===== src/rtl/rb_arb_pkg.sv =====
// Shared types for the ring-buffer write-port arbiter.
package rb_arb_pkg;

    typedef enum logic {
        IDLE  = 1'b0,
        GRANT = 1'b1
    } arb_state_e;

endpackage


===== src/rtl/rb_if.sv =====
// Valid/ready/data channel into the ring_buffer write side.
interface rb_if #(
    parameter type data_t = logic
);
    logic  valid;
    logic  ready;
    data_t data;

    modport master (output valid, output data, input ready);
    modport slave  (input valid, input data, output ready);
endinterface


===== src/rtl/rr_picker.sv =====
// Rotating-priority encoder: first requester strictly after `last`, wrapping at N.
module rr_picker #(
    parameter int N  = 4,
    parameter int IW = $clog2(N)
) (
    input  logic [N-1:0]  req,
    input  logic [IW-1:0] last,
    output logic [IW-1:0] gnt_idx,
    output logic          any
);

    logic [IW-1:0] cand;

    // Offsets 1..N so that `last` itself is checked last, giving it lowest priority.
    always_comb begin
        gnt_idx = '0;
        any     = 1'b0;
        cand    = '0;
        for (int k = 1; k <= N; k++) begin
            cand = IW'((int'(last) + k) % N);
            if (!any && req[cand]) begin
                gnt_idx = cand;
                any     = 1'b1;
            end
        end
    end

endmodule


===== src/rtl/rb_rr_arbiter.sv =====
// Round-robin arbiter granting one producer at a time a burst on the ring_buffer write port.
module rb_rr_arbiter
    import rb_arb_pkg::*;
#(
    parameter type data_t    = logic,
    parameter int  N         = 4,
    parameter int  MAX_BURST = 8,
    parameter int  IW        = $clog2(N),
    parameter int  BW        = $clog2(MAX_BURST + 1)
) (
    input  logic          clk,
    input  logic          rst,
    input  logic [N-1:0]  in_valid,
    input  logic [N-1:0]  in_last,
    input  data_t         in_data [N],
    output logic [N-1:0]  in_ready,
    rb_if.master          o_bus,
    output logic [IW-1:0] grant_id,
    output logic          busy
);

    arb_state_e    state;
    logic [IW-1:0] last_grant;
    logic [BW-1:0] burst_cnt;

    logic [IW-1:0] pick_idx;
    logic          pick_any;
    logic          cur_valid;
    logic          cur_last;
    logic          beat;
    logic          burst_full;
    logic          release_now;

    rr_picker #(
        .N  (N),
        .IW (IW)
    ) u_picker (
        .req     (in_valid),
        .last    (last_grant),
        .gnt_idx (pick_idx),
        .any     (pick_any)
    );

    assign cur_valid  = in_valid[grant_id];
    assign cur_last   = in_last[grant_id];
    assign beat       = (state == GRANT) && cur_valid && o_bus.ready;
    assign burst_full = (burst_cnt == BW'(MAX_BURST - 1));

    // A GRANT cycle with no pending beat releases immediately; otherwise only an accepted beat can end the burst.
    assign release_now = (state == GRANT) &&
                         (!cur_valid || (beat && (cur_last || burst_full)));

    // Ready depends only on registered state and o_bus.ready, never on in_valid.
    always_comb begin
        o_bus.valid = 1'b0;
        o_bus.data  = in_data[grant_id];
        in_ready    = '0;
        if (state == GRANT) begin
            o_bus.valid        = cur_valid;
            in_ready[grant_id] = o_bus.ready;
        end
    end

    always_ff @(posedge clk or posedge rst) begin
        if (rst) begin
            state      <= IDLE;
            last_grant <= IW'(N - 1);
            grant_id   <= '0;
            burst_cnt  <= '0;
            busy       <= 1'b0;
        end else begin
            case (state)
                IDLE: begin
                    if (pick_any) begin
                        state      <= GRANT;
                        busy       <= 1'b1;
                        grant_id   <= pick_idx;
                        last_grant <= pick_idx;
                        burst_cnt  <= '0;
                    end
                end
                GRANT: begin
                    if (beat) begin
                        burst_cnt <= burst_cnt + BW'(1);
                    end
                    if (release_now) begin
                        state <= IDLE;
                        busy  <= 1'b0;
                    end
                end
                default: begin
                    state <= IDLE;
                    busy  <= 1'b0;
                end
            endcase
        end
    end

endmodule


===== src/flat_wrapper.sv =====
// flat-port wrapper written by rule: the top's interface ports become plain ports
module rb_rr_arbiter_flat import rb_arb_pkg::*;
#(
    parameter type data_t    = logic,
    parameter int  N         = 4,
    parameter int  MAX_BURST = 8,
    parameter int  IW        = $clog2(N),
    parameter int  BW        = $clog2(MAX_BURST + 1)
)
  (clk, rst, in_valid, in_last, in_data, in_ready, grant_id, busy, o_bus_valid, o_bus_data, o_bus_ready);
  rb_if #(.data_t(data_t)) o_bus_i ();
  input  logic clk;
  input  logic rst;
  input  logic [N-1:0] in_valid;
  input  logic [N-1:0] in_last;
  input  data_t in_data[N];
  output logic [N-1:0] in_ready;
  output logic [IW-1:0] grant_id;
  output logic busy;
  output wire logic [$bits(o_bus_i.valid)-1:0] o_bus_valid;
  output wire logic [$bits(o_bus_i.data)-1:0] o_bus_data;
  input wire logic [$bits(o_bus_i.ready)-1:0] o_bus_ready;
  assign o_bus_valid = o_bus_i.valid;
  assign o_bus_data = o_bus_i.data;
  assign o_bus_i.ready = o_bus_ready;
  rb_rr_arbiter #(.data_t(data_t), .N(N), .MAX_BURST(MAX_BURST), .IW(IW), .BW(BW)) u_core (.clk(clk), .rst(rst), .in_valid(in_valid), .in_last(in_last), .in_data(in_data), .in_ready(in_ready), .o_bus(o_bus_i), .grant_id(grant_id), .busy(busy));
endmodule

===== config.mk =====
export PLATFORM = sky130hd
export DESIGN_NAME = rb_rr_arbiter_flat
export DESIGN_NICKNAME = d
export VERILOG_FILES = /design/src/rtl/rb_arb_pkg.sv /design/src/rtl/rb_if.sv /design/src/rtl/rr_picker.sv /design/src/rtl/rb_rr_arbiter.sv /design/src/flat_wrapper.sv
export SDC_FILE = /design/constraint.sdc
export NUM_CORES = 1
export LEC_CHECK = 0
export CAP_MARGIN = 20
export CORE_MARGIN = 4
export CORE_UTILIZATION = 46
export CTS_CLUSTER_SIZE = 40
export DETAILED_ROUTE_END_ITERATION = 10
export PLACE_DENSITY = 0.78
export REMOVE_ABC_BUFFERS = 1
export SYNTH_ARGS = -nofsm -noshare
export SYNTH_HDL_FRONTEND = slang
export SYNTH_HIERARCHICAL = 1
export SYNTH_SLANG_ARGS = --single-unit

===== constraint.sdc =====
create_clock -name clk -period 3.5 [get_ports clk]
set_input_delay 0.525 -clock clk [delete_from_list [all_inputs] [get_ports clk]]
set_output_delay 0.525 -clock clk [all_outputs]
set_load 0.1 [all_outputs]

Yosys cells after proc, flatten, opt, wreduce, memory -nomap -nowiden. Cells that the tools add are included.

Add/subtract/negate cells: 5. $lt $le $gt $ge: 7. Equality and inequality tests: 4. Multiplexer cells: 36. Bitwise gates (word level): 3. Reductions and logical operators: 17.

Operator list (number): 2-to-1 mux 1 bit (18); less-than comparator 2 x 3 -> 1 bit, second input constant (5); binary-select mux 1 bit (select 2 bit) (7); 2-to-1 mux 4 bit (3); logical AND 1 bit (8); 2-to-1 mux 2 bit (4); case mux 4 bit (2 select lines) (1); AND reduction 2 bit (3); adder 2 x 1 -> 2 bit, second input constant (2); adder 2 bit, second input constant (2); adder 4 x 1 -> 4 bit, second input constant (1); AND 4 bit (1); == test 4 x 3 -> 1 bit, second input constant (1); zero test 1 bit (4); inequality test 2 bit, second input constant (2); case mux 1 bit (2 select lines) (2); >= comparator 3 bit, second input constant (1); NOT 2 -> 3 bit (1); demux 1 bit (select 2 bit) (1); >= comparator 2 x 1 -> 1 bit, second input constant (1); logical OR 1 bit (2); inequality test 2 x 1 -> 1 bit, second input constant (1); NOT 1 bit (1).

Flip-flop bits (word level): 10. Input port bits: 15. Logic and storage cells: 77.

Logic depth before layout (Yosys ltp).
Depth after elaboration: 15. Gate-level depth with buffers: 5. Mapped depth without buffers: 5.

Cells and area by module. The synthesis kept the hierarchy.

By module, submodules not included: rb_rr_arbiter (times used 1, cells an instance 58, area an instance 576.8 um^2); rr_picker (times used 1, cells an instance 14, area an instance 91.3 um^2).

Worst setup path after synthesis. Ideal clock, no wire load.

Path type: reg-to-output. Start point: reg u_core.grant_id[0]. End point: out in_ready[1]. Arrival: 2.618 ns. Data required time: 2.975 ns. Slack: 0.357 ns. Cell stages (with the launch flop): 3. Path buffers: 0. Cell sequence: dfrtp_1 nand3_1 nor2_1.

Word-level cells in the longest chain between the ends: 6. Elaborated cells between the ends (all ways): 7. Those cells by class: order compare: 2; mux: 3; bitwise: 1; reduce/logical: 1.

RTL lines: start, declared (RTL line rb_rr_arbiter.sv:18) `output logic [IW-1:0] grant_id,`; start signal, assigned (RTL line rb_rr_arbiter.sv:77) `grant_id <= pick_idx;`; less-than comparator 2 x 3 -> 1 bit (implied by the code) / >= comparator 2 x 1 -> 1 bit (equally long branches) (RTL line rb_rr_arbiter.sv:60) `in_ready[grant_id] = o_bus.ready;`; logical AND 1 bit (implied by the code) (RTL line rb_rr_arbiter.sv:60); 2-to-1 mux 1 bit (implied by the code) (RTL line rb_rr_arbiter.sv:60); demux 1 bit (select 2 bit) (*); AND 4 bit (no line) (*); 2-to-1 mux 4 bit (*) (RTL line rb_rr_arbiter.sv:58) `if (state == GRANT) begin`; end, declared (RTL line flat_wrapper.sv:17) `output logic [N-1:0] in_ready;`.

Mark *: on every way between the ends. The rest lies on a longest branch, timed or not.

Worst setup path after layout.
Start point: in in_valid[1]. End point: out o_bus_valid.

Word-level cells in the longest chain between the ends: 3.

RTL lines: start, declared (RTL line flat_wrapper.sv:14) `input logic [N-1:0] in_valid;`; binary-select mux 1 bit (select 2 bit) (RTL line rb_rr_arbiter.sv:44) `assign cur_valid = in_valid[grant_id];`; 2-to-1 mux 1 bit (implied by the code) (RTL line rb_rr_arbiter.sv:44); 2-to-1 mux 1 bit (RTL line rb_rr_arbiter.sv:58); end, declared (RTL line flat_wrapper.sv:20) `output wire logic [$bits(o_bus_i.valid)-1:0] o_bus_valid;`.

No other way between the ends. The select of a mux whose other input is x is not followed.

==> results_dict.tcl <==
set metrics [dict create \
    fin_cells 113 \
    place_inst 109 \
    yosysTopAreaCellShare_pct 30.0 \
    ios 24 \
    io_buffers 23 \
    dr.pass1.iters 4 \
    synth_commonest_cells "nand2_1, nor2_1, dfrtp_1, mux2i_1, nand2b_1" \
    grt_usage_pct 16.7 \
    p_sw_uw 525 \
    first_iter_violations 34 \
    syn_area_sq_um 668 \
    peakVddDrop_uv 494 \
    fill_cells 116 \
    power_uw 932 \
    max_slew.worst_pin.slew_ns 0.965 \
    worst_clock_skew_ns 0.00332 \
    gp_congestion 0.799 \
    switching_share_pct 56.3 \
    post-route-drc-count 0 \
    regToRegEndpoint "u_core/state" \
    fin_crit_sh_pct 69.8 \
    max_cap_violations 0 \
    slew_violations 0 \
    crit_chain "clkdlybuf4s50_1 -> mux4_2 -> and2_1 -> buf_4" \
    wirelength_um 1510 \
    grt_pass1_vias 604 \
    ant_nets 0 \
    crit_slowest_cell "clkdlybuf4s50_1" \
    cts_root_buf "clkbuf_4" \
    dp_slack_ns 1.05 \
    p_per_area_mw_per_mm2 1000 \
    clock_sinks 10 \
    crit_fanout 6 \
    nNetsFinal 115 \
    die_h_um 46.1 \
    r2r_cells 4 \
    clkPwrFrac_pct 10.6 \
    critPathLaunch "in_valid[1]" \
    grt_max_degree 11 \
    synthFlopType "dfrtp_1" \
    yosys-top-cells-area "dfrtp_1, mux2i_1, nand2_1" \
    vias 615 \
    yosysMostFrequentCell "nand2_1" \
    fin_tns_setup_ns 0 \
    grt_pass1_wl_um 2550 \
    start_util_pct 50.1 \
    clock_latency_ns 0.26 \
    hold_class "flop to flop" \
    seq_area_frac_synth_pct 37.8 \
    grtUsageMet2_pct 28.8 \
    worstPathArrival_ns 1.92 \
    grt_busiest_layer "met2" \
    internal_power_uw 407 \
    cts_inserted_buffers 3 \
    yosys_warnings 6 \
    endpoint_kind "output port" \
    cp.depth 4 \
    clk_pin_slew_ns 0.06 \
    syn_inst 72 \
    hold_viol 0 \
    synth_xor_area_share_pct 0 \
    synth_compound_area_share_pct 12.5 \
    drive_gt1_share_pct 18.4 \
    synth-seq-cells 10 \
    post-cts-setup-buffers 0 \
    r2r_slack_ns 2.03 \
    grt.met3_usage_pct 5.08 \
    synth.distinct_cells 26 \
    avgSynthCellArea_sq_um 9.28 \
    antenna_found_initial 0 \
    die-area_sq_mm 0.00213 \
    seqPwrFrac_pct 25.9 \
    wl_per_cell_um 13.4 \
    met1_usage_pct 18.9 \
    antennaDiodeCount 0 \
    synthArstFlopShare_pct 100 \
    synth_top_cell_by_area "dfrtp_1" \
    worstReg2RegStart "u_core/grant_id[0]" \
    clockBufferDepth 2 \
    die_x_um 46.1 \
    synth_top_family_by_area "simple AND/OR/NAND/NOR gates" \
    rsz0062_at_grt "no" \
    outcome "complete, no violations" \
    synth_edf_count 0 \
    leakage_uw 0.000433 \
    period_needed_ns 2.44 \
    cp-start-kind "input port" \
    core_sq_mm 0.00133 \
    ctsHoldBuffers 0 \
    crit_type "input port to output port" \
    slew_headroom_pct 35.5 \
    crit_family "buffers and inverters" \
    synth-adder-area-share_pct 1.87 \
    endpoint "o_bus_valid" \
    hold_ws_ns 0.490 \
    muxShareOfSynthArea_pct 19.3 \
    rows 13 \
    slowest_delay_ns 0.51 \
    grt_overflow 0 \
    syn_to_final_growth_pct 39.0 \
    ctsResizeCount 0 \
    fmax_ghz 0.409 \
    path_buf_inv 2 \
    htreeDepth 1 \
    timing.final.ws_setup_ns 1.06 \
    worstPathRequired_ns 2.97 \
    pwr-share-comb_pct 63.5 \
    synth-simple-area-share_pct 25.7 \
    dp_hpwl_um 1180 \
    vias_per_cell 5.44 \
    cts_tree "done" \
    setup_viol 0 \
]
==> metal layers <==
layer | up-vias | share of wire, %
met3 | 2 | 13
li1 | 306 | -
met4 | 0 | 0.79
met5 | - | 0
met1 | 279 | 39
met2 | 28 | 48
==> final cells by class <==
class | count | area, sq um | area share (%)
well taps | 15 | 18.8 | 2.02
multi-input cells | 58 | 397 | 42.7
flip-flops and latches | 10 | 253 | 27.2
repair buffers | 23 | 213 | 22.9
inverters | 3 | 11.3 | 1.21
clock buffers | 4 | 36.3 | 3.91
==> worst min-delay path by stage <==
| stage | cells past startpoint | startpoint | slack (ns) | endpoint |
|---|---|---|---|---|
| floorplan | 1 | rst | 0.36 | u_core/burst_cnt[0] |
| global placement | 1 | u_core/burst_cnt[3] | 0.47 | u_core/burst_cnt[3] |
| detailed placement | 1 | u_core/burst_cnt[3] | 0.48 | u_core/burst_cnt[3] |
| CTS | 2 | u_core/last_grant[0] | 0.49 | u_core/last_grant[0] |
| global route | 1 | u_core/burst_cnt[3] | 0.51 | u_core/burst_cnt[3] |
| finish | 2 | u_core/last_grant[0] | 0.49 | u_core/last_grant[0] |
==> power by group through the flow <==
stage	logic [uW]	clock network, uW	registers (uW)
finish	592	99.0	241
global route	627	109	252
CTS	594	104	240
detailed placement	592	0	242
global placement	586	0	242
floorplan	351	0	353
==> layout by cell type, fill, tap and decap left out, types with 2 or more instances in the layout <==
cell             instances
clkbuf_4                 3
clkdlybuf4s50_1         16
o21ai_0                  2
nand2_1                 15
inv_1                    3
nor2_1                   9
nand2b_1                 4
buf_4                    7
nand4_1                  2
dfrtp_1                  8
and2b_1                  2
a21oi_1                  2
dfstp_2                  2
mux2i_1                  8
==> tightest hold or removal path, stage by stage (launching register included) <==
cell and delay [ns]:
dfstp_2 0.38, nand2_1 0.06, nand2_1 0.05
==> cell families after synthesis <==
kind of cell,Yosys count
compound gates,11
fa+ha+maj,1
flops,10
buf+inv,4
mux,10
simple gates,36
==> state kept, by name, indices dropped and copies added (netlist names) <==
signal             flops
u_core/busy            1
u_core/burst_cnt       4
u_core/grant_id        2
u_core/state           1
u_core/last_grant      2
==> stage by stage <==
step	utilization (%)	area [sq um]
2_1_floorplan	-	661
3_3_place_gp	66.9	892
3_5_place_dp	66.9	892
4_1_cts	69.6	928
5_1_grt	69.6	928
6_report	69.6	928
(Power assumes the default switching activity.)
==> patch 1, RTL diff (config.mk and constraints unchanged) <==
`MAX_BURST` is set to 8 in 2 places; all go to 16.
--- a/src/rtl/rb_rr_arbiter.sv
+++ b/src/rtl/rb_rr_arbiter.sv
@@ -4,7 +4,7 @@
 #(
     parameter type data_t    = logic,
     parameter int  N         = 4,
-    parameter int  MAX_BURST = 8,
+    parameter int  MAX_BURST = 16,
     parameter int  IW        = $clog2(N),
     parameter int  BW        = $clog2(MAX_BURST + 1)
 ) (
--- a/src/flat_wrapper.sv
+++ b/src/flat_wrapper.sv
@@ -3,7 +3,7 @@
 #(
     parameter type data_t    = logic,
     parameter int  N         = 4,
-    parameter int  MAX_BURST = 8,
+    parameter int  MAX_BURST = 16,
     parameter int  IW        = $clog2(N),
     parameter int  BW        = $clog2(MAX_BURST + 1)
 )
Check against the original RTL: same outputs for any inputs over 4 cycles, from zero or initial values and one cycle with rst high; that may be too few to reach the edited logic, so the function may still have changed.
==> patch 1 against the original RTL <==
Power grew 0.69%. Count of clock-buffer cells in the layout stayed put. Maximum frequency down 3.8%. Die area increased by 6.3%. Synthesized area grew 7.7%. Final area rose by 4.0%. Sequential cell count grew 1. Via count rose by 6.0%. Sequential power rose by 6%. First-iteration DRC count shrank 65%. Routed wire length rose by 6.1%. Worst setup slack worse by 0.097 ns. Clock power shrank 17%. Largest cell class unchanged. Highest routed layer is now met3.
==> patch 1: results (changes against the original RTL) <==
Outcome
  – Run status: finished clean

Cells and area
  – Seq area share: 0.288 (+0.0153)
  – Fillers: 127 (+9.5%)
  – Clk cell area share: 0.0272 (-0.0119)
  – Inverters: 4 (+1)
  – Multi-input combinational area share: 0.426 (-0.00106)
  – Multi-input gates: 63 (+8.6%)
  – Buffer share of cell area: 0.223 (-0.00631)
  – Biggest regs: u_core/burst_cnt: 5 flops, u_core/grant_id: 2 flops, u_core/last_grant: 2 flops
  – Fin cells: 121 (+7.1%)

Synthesis
  – Synth Area in Compound Gates: 0.130 (+0.00497)
  – Synth top area cells: dfrtp_1 31%, mux2i_1 13%, nand2_1 8.9%
  – Post-synthesis mux area share: 0.162 (-0.0311)
  – Cells after synthesis: 80 (+11%)
  – Adder-cell share of the synthesized area: 0.0348 (+0.0161)
  – Commonest cells in the netlist: 17 x nand2_1, 9 x dfrtp_1, 9 x mux2i_1

Power
  – Gate power share: 0.641 (+0.006)
  – P_sw: 0.000534 W (+1.8%)
  – P_clk: 0.0000817 W (-17%)

Clock network
  – TritonCTS Sinks: 11 (+1)

Critical path
  – Worst stage delay on the critical path: 1.20 ns (+0.69 ns)
  – Crit Path Max Fanout: 9 (+3)

Route
  – M1 WL: 672 um (+14%)
  – Met3 WL post-DR: 166 um (-13%)
  – WL met2: 769 um (+6.8%)
  – Total Routed Length: 1610 um (+6.1%)
  – Initial DRC Count: 12 (-65%)
  – Max Used Layer: met3

Global route
  – Number of global-route vias before repair: 621 (+2.8%)
  – Largest net degree at the start of global routing: 12 (+1)
  – Global-route total usage across every layer: 0.157 (-0.00991)
  – Global-route wire length before repair: 2560 um (+0.24%)

Placed design
  – DP Area: 940 um^2 (+5.3%)
  – DP Cell Count: 117 (+7.3%)
  – Final Wtd Congestion: 0.744 (-6.8%)

Die
  – Core Region: 0.00149 mm^2 (+12%)

Timing
  – Clk_skew: 0.00250 ns (-0.000817 ns)
-- patch 1: final timing paths --
path	startpoint	end	slack [ns]	depth (start not counted)
hold reg to reg	u_core/burst_cnt[3]	u_core/burst_cnt[3]	0.49	1
setup reg to reg	u_core/burst_cnt[0]	u_core/busy	1.85	7
setup / recovery	u_core/grant_id[0]	grant_id[0]	0.96	1
hold / removal	u_core/burst_cnt[3]	u_core/burst_cnt[3]	0.49	1
max in group asynchronous	rst	u_core/last_grant[1]	2.63	2
min in group asynchronous	rst	u_core/grant_id[0]	0.55	2
-- patch 1: routing by layer --
layer  up-vias  track usage
met5         -            0
met4         0       0.0645
met3         0       0.0226
met2        25        0.286
met1       296        0.183
li1        331            -
-- patch 1: stage by stage --
| step | utilization | worst slack, ns |
|---|---|---|
| finish | 0.649 | 0.959 |
| global route | 0.649 | 0.903 |
| CTS | 0.649 | 0.933 |
| detailed placement | 0.631 | 1.09 |
| global placement | 0.631 | 1.13 |
| floorplan | - | 0.385 |
==> patch 2, RTL diff (config.mk and constraints unchanged) <==
Without the edit above. Reset style: synchronous (`rst`), changed in one clocked block.
--- a/src/rtl/rb_rr_arbiter.sv
+++ b/src/rtl/rb_rr_arbiter.sv
@@ -61,7 +61,7 @@
         end
     end
 
-    always_ff @(posedge clk or posedge rst) begin
+    always_ff @(posedge clk) begin
         if (rst) begin
             state      <= IDLE;
             last_grant <= IW'(N - 1);
Formal check against the unedited RTL: differs if rst is asserted again (counterexample within 4 cycles, from zero or initial values and one cycle with rst high); with rst held inactive, the same outputs for 4 cycles.
==> patch 2 against the original RTL <==
Worst setup slack worse by 0.062 ns. Via count up 10%. Largest cell class unchanged. Routed wire length grew 4.7%. Highest routed layer unchanged. Global-route usage grew 0.97 points. Sequential cell count is the same. Die area increased by 1.5%. Synthesized area is 1.9% higher. Final area is 0.13% higher. Sequential share of layout area shrank 5.7 points.
Power is not compared: it rests on default switching activity, and its combinational part moved more than twofold at a synthesized area within 25%.
==> patch 2: results (changes against the original RTL) <==
Synthesis
  – Prevailing post-synth register cell: dfxtp_1
  – Register area share after synthesis: 0.294 (-0.0842)
  – Commonest cells in the netlist: 12 x nand2_1, 10 x dfxtp_1, 8 x a21oi_1, 8 x nor2_1, 6 x mux2i_1
  – Asr flop ratio synth: 0 (-1.00)
  – Yosys warns: 6 (unchanged)
  – Synth top area cells: dfxtp_1 29%, mux2i_1 8.8%, nand2_1 6.6%
  – Synth Area per Inst: 8.30 um^2 (-11%)
  – Yosys cell types: 29 (+12%)

Timing
  – Hold slack final: 0.494 ns (+0.00445 ns)
  – Rel. slew slack: 0.349 (-0.00571)
  – Clk_skew: 0.00537 ns (+0.00205 ns)

Cells and area
  – Share of cells above drive strength 1: 0.179 (-0.00443)
  – Biggest regs: u_core/burst_cnt: 4 flops, u_core/grant_id: 2 flops, u_core/last_grant: 2 flops
  – Fillers: 124 (+6.9%)
  – Final net count: 123 (+7.0%)

Outcome
  – Run status: finished clean

Clock network
  – Clk buf depth: 2 (unchanged)
  – H-tree levels: 1 (unchanged)
  – Reg clk slew, reported paths: 0.06 ns (about the same)
  – Post-CTS sizing: 0 (unchanged)

Placed design
  – IO buf count: 23 (unchanged)
  – Hpwl dp: 1260 um (+6.5%)
  – Final Wtd Congestion: 0.786 (-1.6%)

Global route
  – Number of global-route vias before repair: 644 (+6.6%)
  – Initial antenna violation count: 0 (unchanged)
  – Largest net degree at the start of global routing: 12 (+1)
  – Global-route total usage across every layer: 0.177 (+0.00968)
  – Global-route wire length before repair: 2720 um (+6.5%)

Route
  – Wire per inst: 13.1 um (-2.2%)
  – Total Routed Length: 1590 um (+4.7%)
  – Drt via density: 5.60 (+2.8%)
  – Pre-antenna DRT Iters: 3 (-1)
  – Initial DRC Count: 6 (-82%)

Critical path
  – Worst path slowest cell: mux4_2
  – WP data arrival: 1.98 ns (+0.06 ns)
  – Worst R2R Setup Slack: 1.86 ns (-0.17 ns)
  – Worst stage delay on the critical path: 0.53 ns (+0.02 ns)
  – CP top delay family: buffers and inverters

Power
  – P_sw: 0.000154 W
  – Max VDD drop: 0.000311 V
[patch 2: layout make-up]
class / instances / area (um^2) / area share
Tap cell: 15 / 18.8 / 0.0202
Timing Repair Buffer: 23 / 213 / 0.229
Clock buffer: 4 / 36.3 / 0.0390
Inverter: 4 / 15.0 / 0.0162
Sequential cell: 10 / 200 / 0.215
Multi-Input combinational cell: 65 / 447 / 0.480
[patch 2: metrics by stage]
| stage | instance area [um^2] | setup WS (ns) | total power (W) |
|---|---|---|---|
| after floorplan | 662 | 0.344 | 0.000250 |
| after global placement | 893 | 1.02 | 0.000293 |
| after detailed placement | 893 | 0.995 | 0.000295 |
| after CTS | 930 | 0.997 | 0.000399 |
| after global routing | 930 | 0.943 | 0.000417 |
| final | 930 | 0.994 | 0.000395 |
[patch 2: layer usage]
layer,routed length [um],vias up,share of wire,track usage
met4,9,0,0.0057,0.0852
met1,704,307,0.44,0.233
li1,-,346,-,-
met2,686,22,0.43,0.261
met3,183,2,0.12,0.0508
met5,0,-,0,0
[patch 2: worst paths after layout]
| path | to | start | cells past startpoint |
|---|---|---|---|
| min | u_core/burst_cnt[1] | u_core/burst_cnt[1] | 2 |
| max reg2reg | u_core/burst_cnt[0] | u_core/grant_id[0] | 4 |
| max | o_bus_valid | in_valid[3] | 4 |
| min reg2reg | u_core/burst_cnt[1] | u_core/burst_cnt[1] | 2 |
[patch 2: kinds of logic (layout without fill, tap and decap cells)]
| logic type | after synthesis | count (layout) | synth area share |
|---|---|---|---|
| AO/OA/AOI/OAI | 17 | 17 | 0.193 |
| AND/OR/NAND/NOR | 38 | 38 | 0.268 |
| adder cells (fa/ha/maj) | 1 | 1 | 0.0184 |
| multiplexers | 9 | 9 | 0.176 |
| buffers and inverters | 7 | 31 | 0.0496 |
| flip-flops | 10 | 10 | 0.294 |
[patch 2: tightest hold or removal path, delay by kind of cell (launching register included)]
| kind | cells | cell delay (ns) |
|---|---|---|
| AND/OR/NAND/NOR | 1 | 0.07 |
| AO/OA/AOI/OAI | 1 | 0.06 |
| flip-flops | 1 | 0.32 |
[patch 2: power by group through the flow]
stage / clock network [W] / logic (W) / registers [W]
5_1_grt: 0.000113 / 0.000164 / 0.000140
4_1_cts: 0.000107 / 0.000154 / 0.000138
3_3_place_gp: 0 / 0.000153 / 0.000140
6_report: 0.000103 / 0.000154 / 0.000138
3_5_place_dp: 0 / 0.000154 / 0.000140
2_1_floorplan: 0 / 0.0000847 / 0.000165
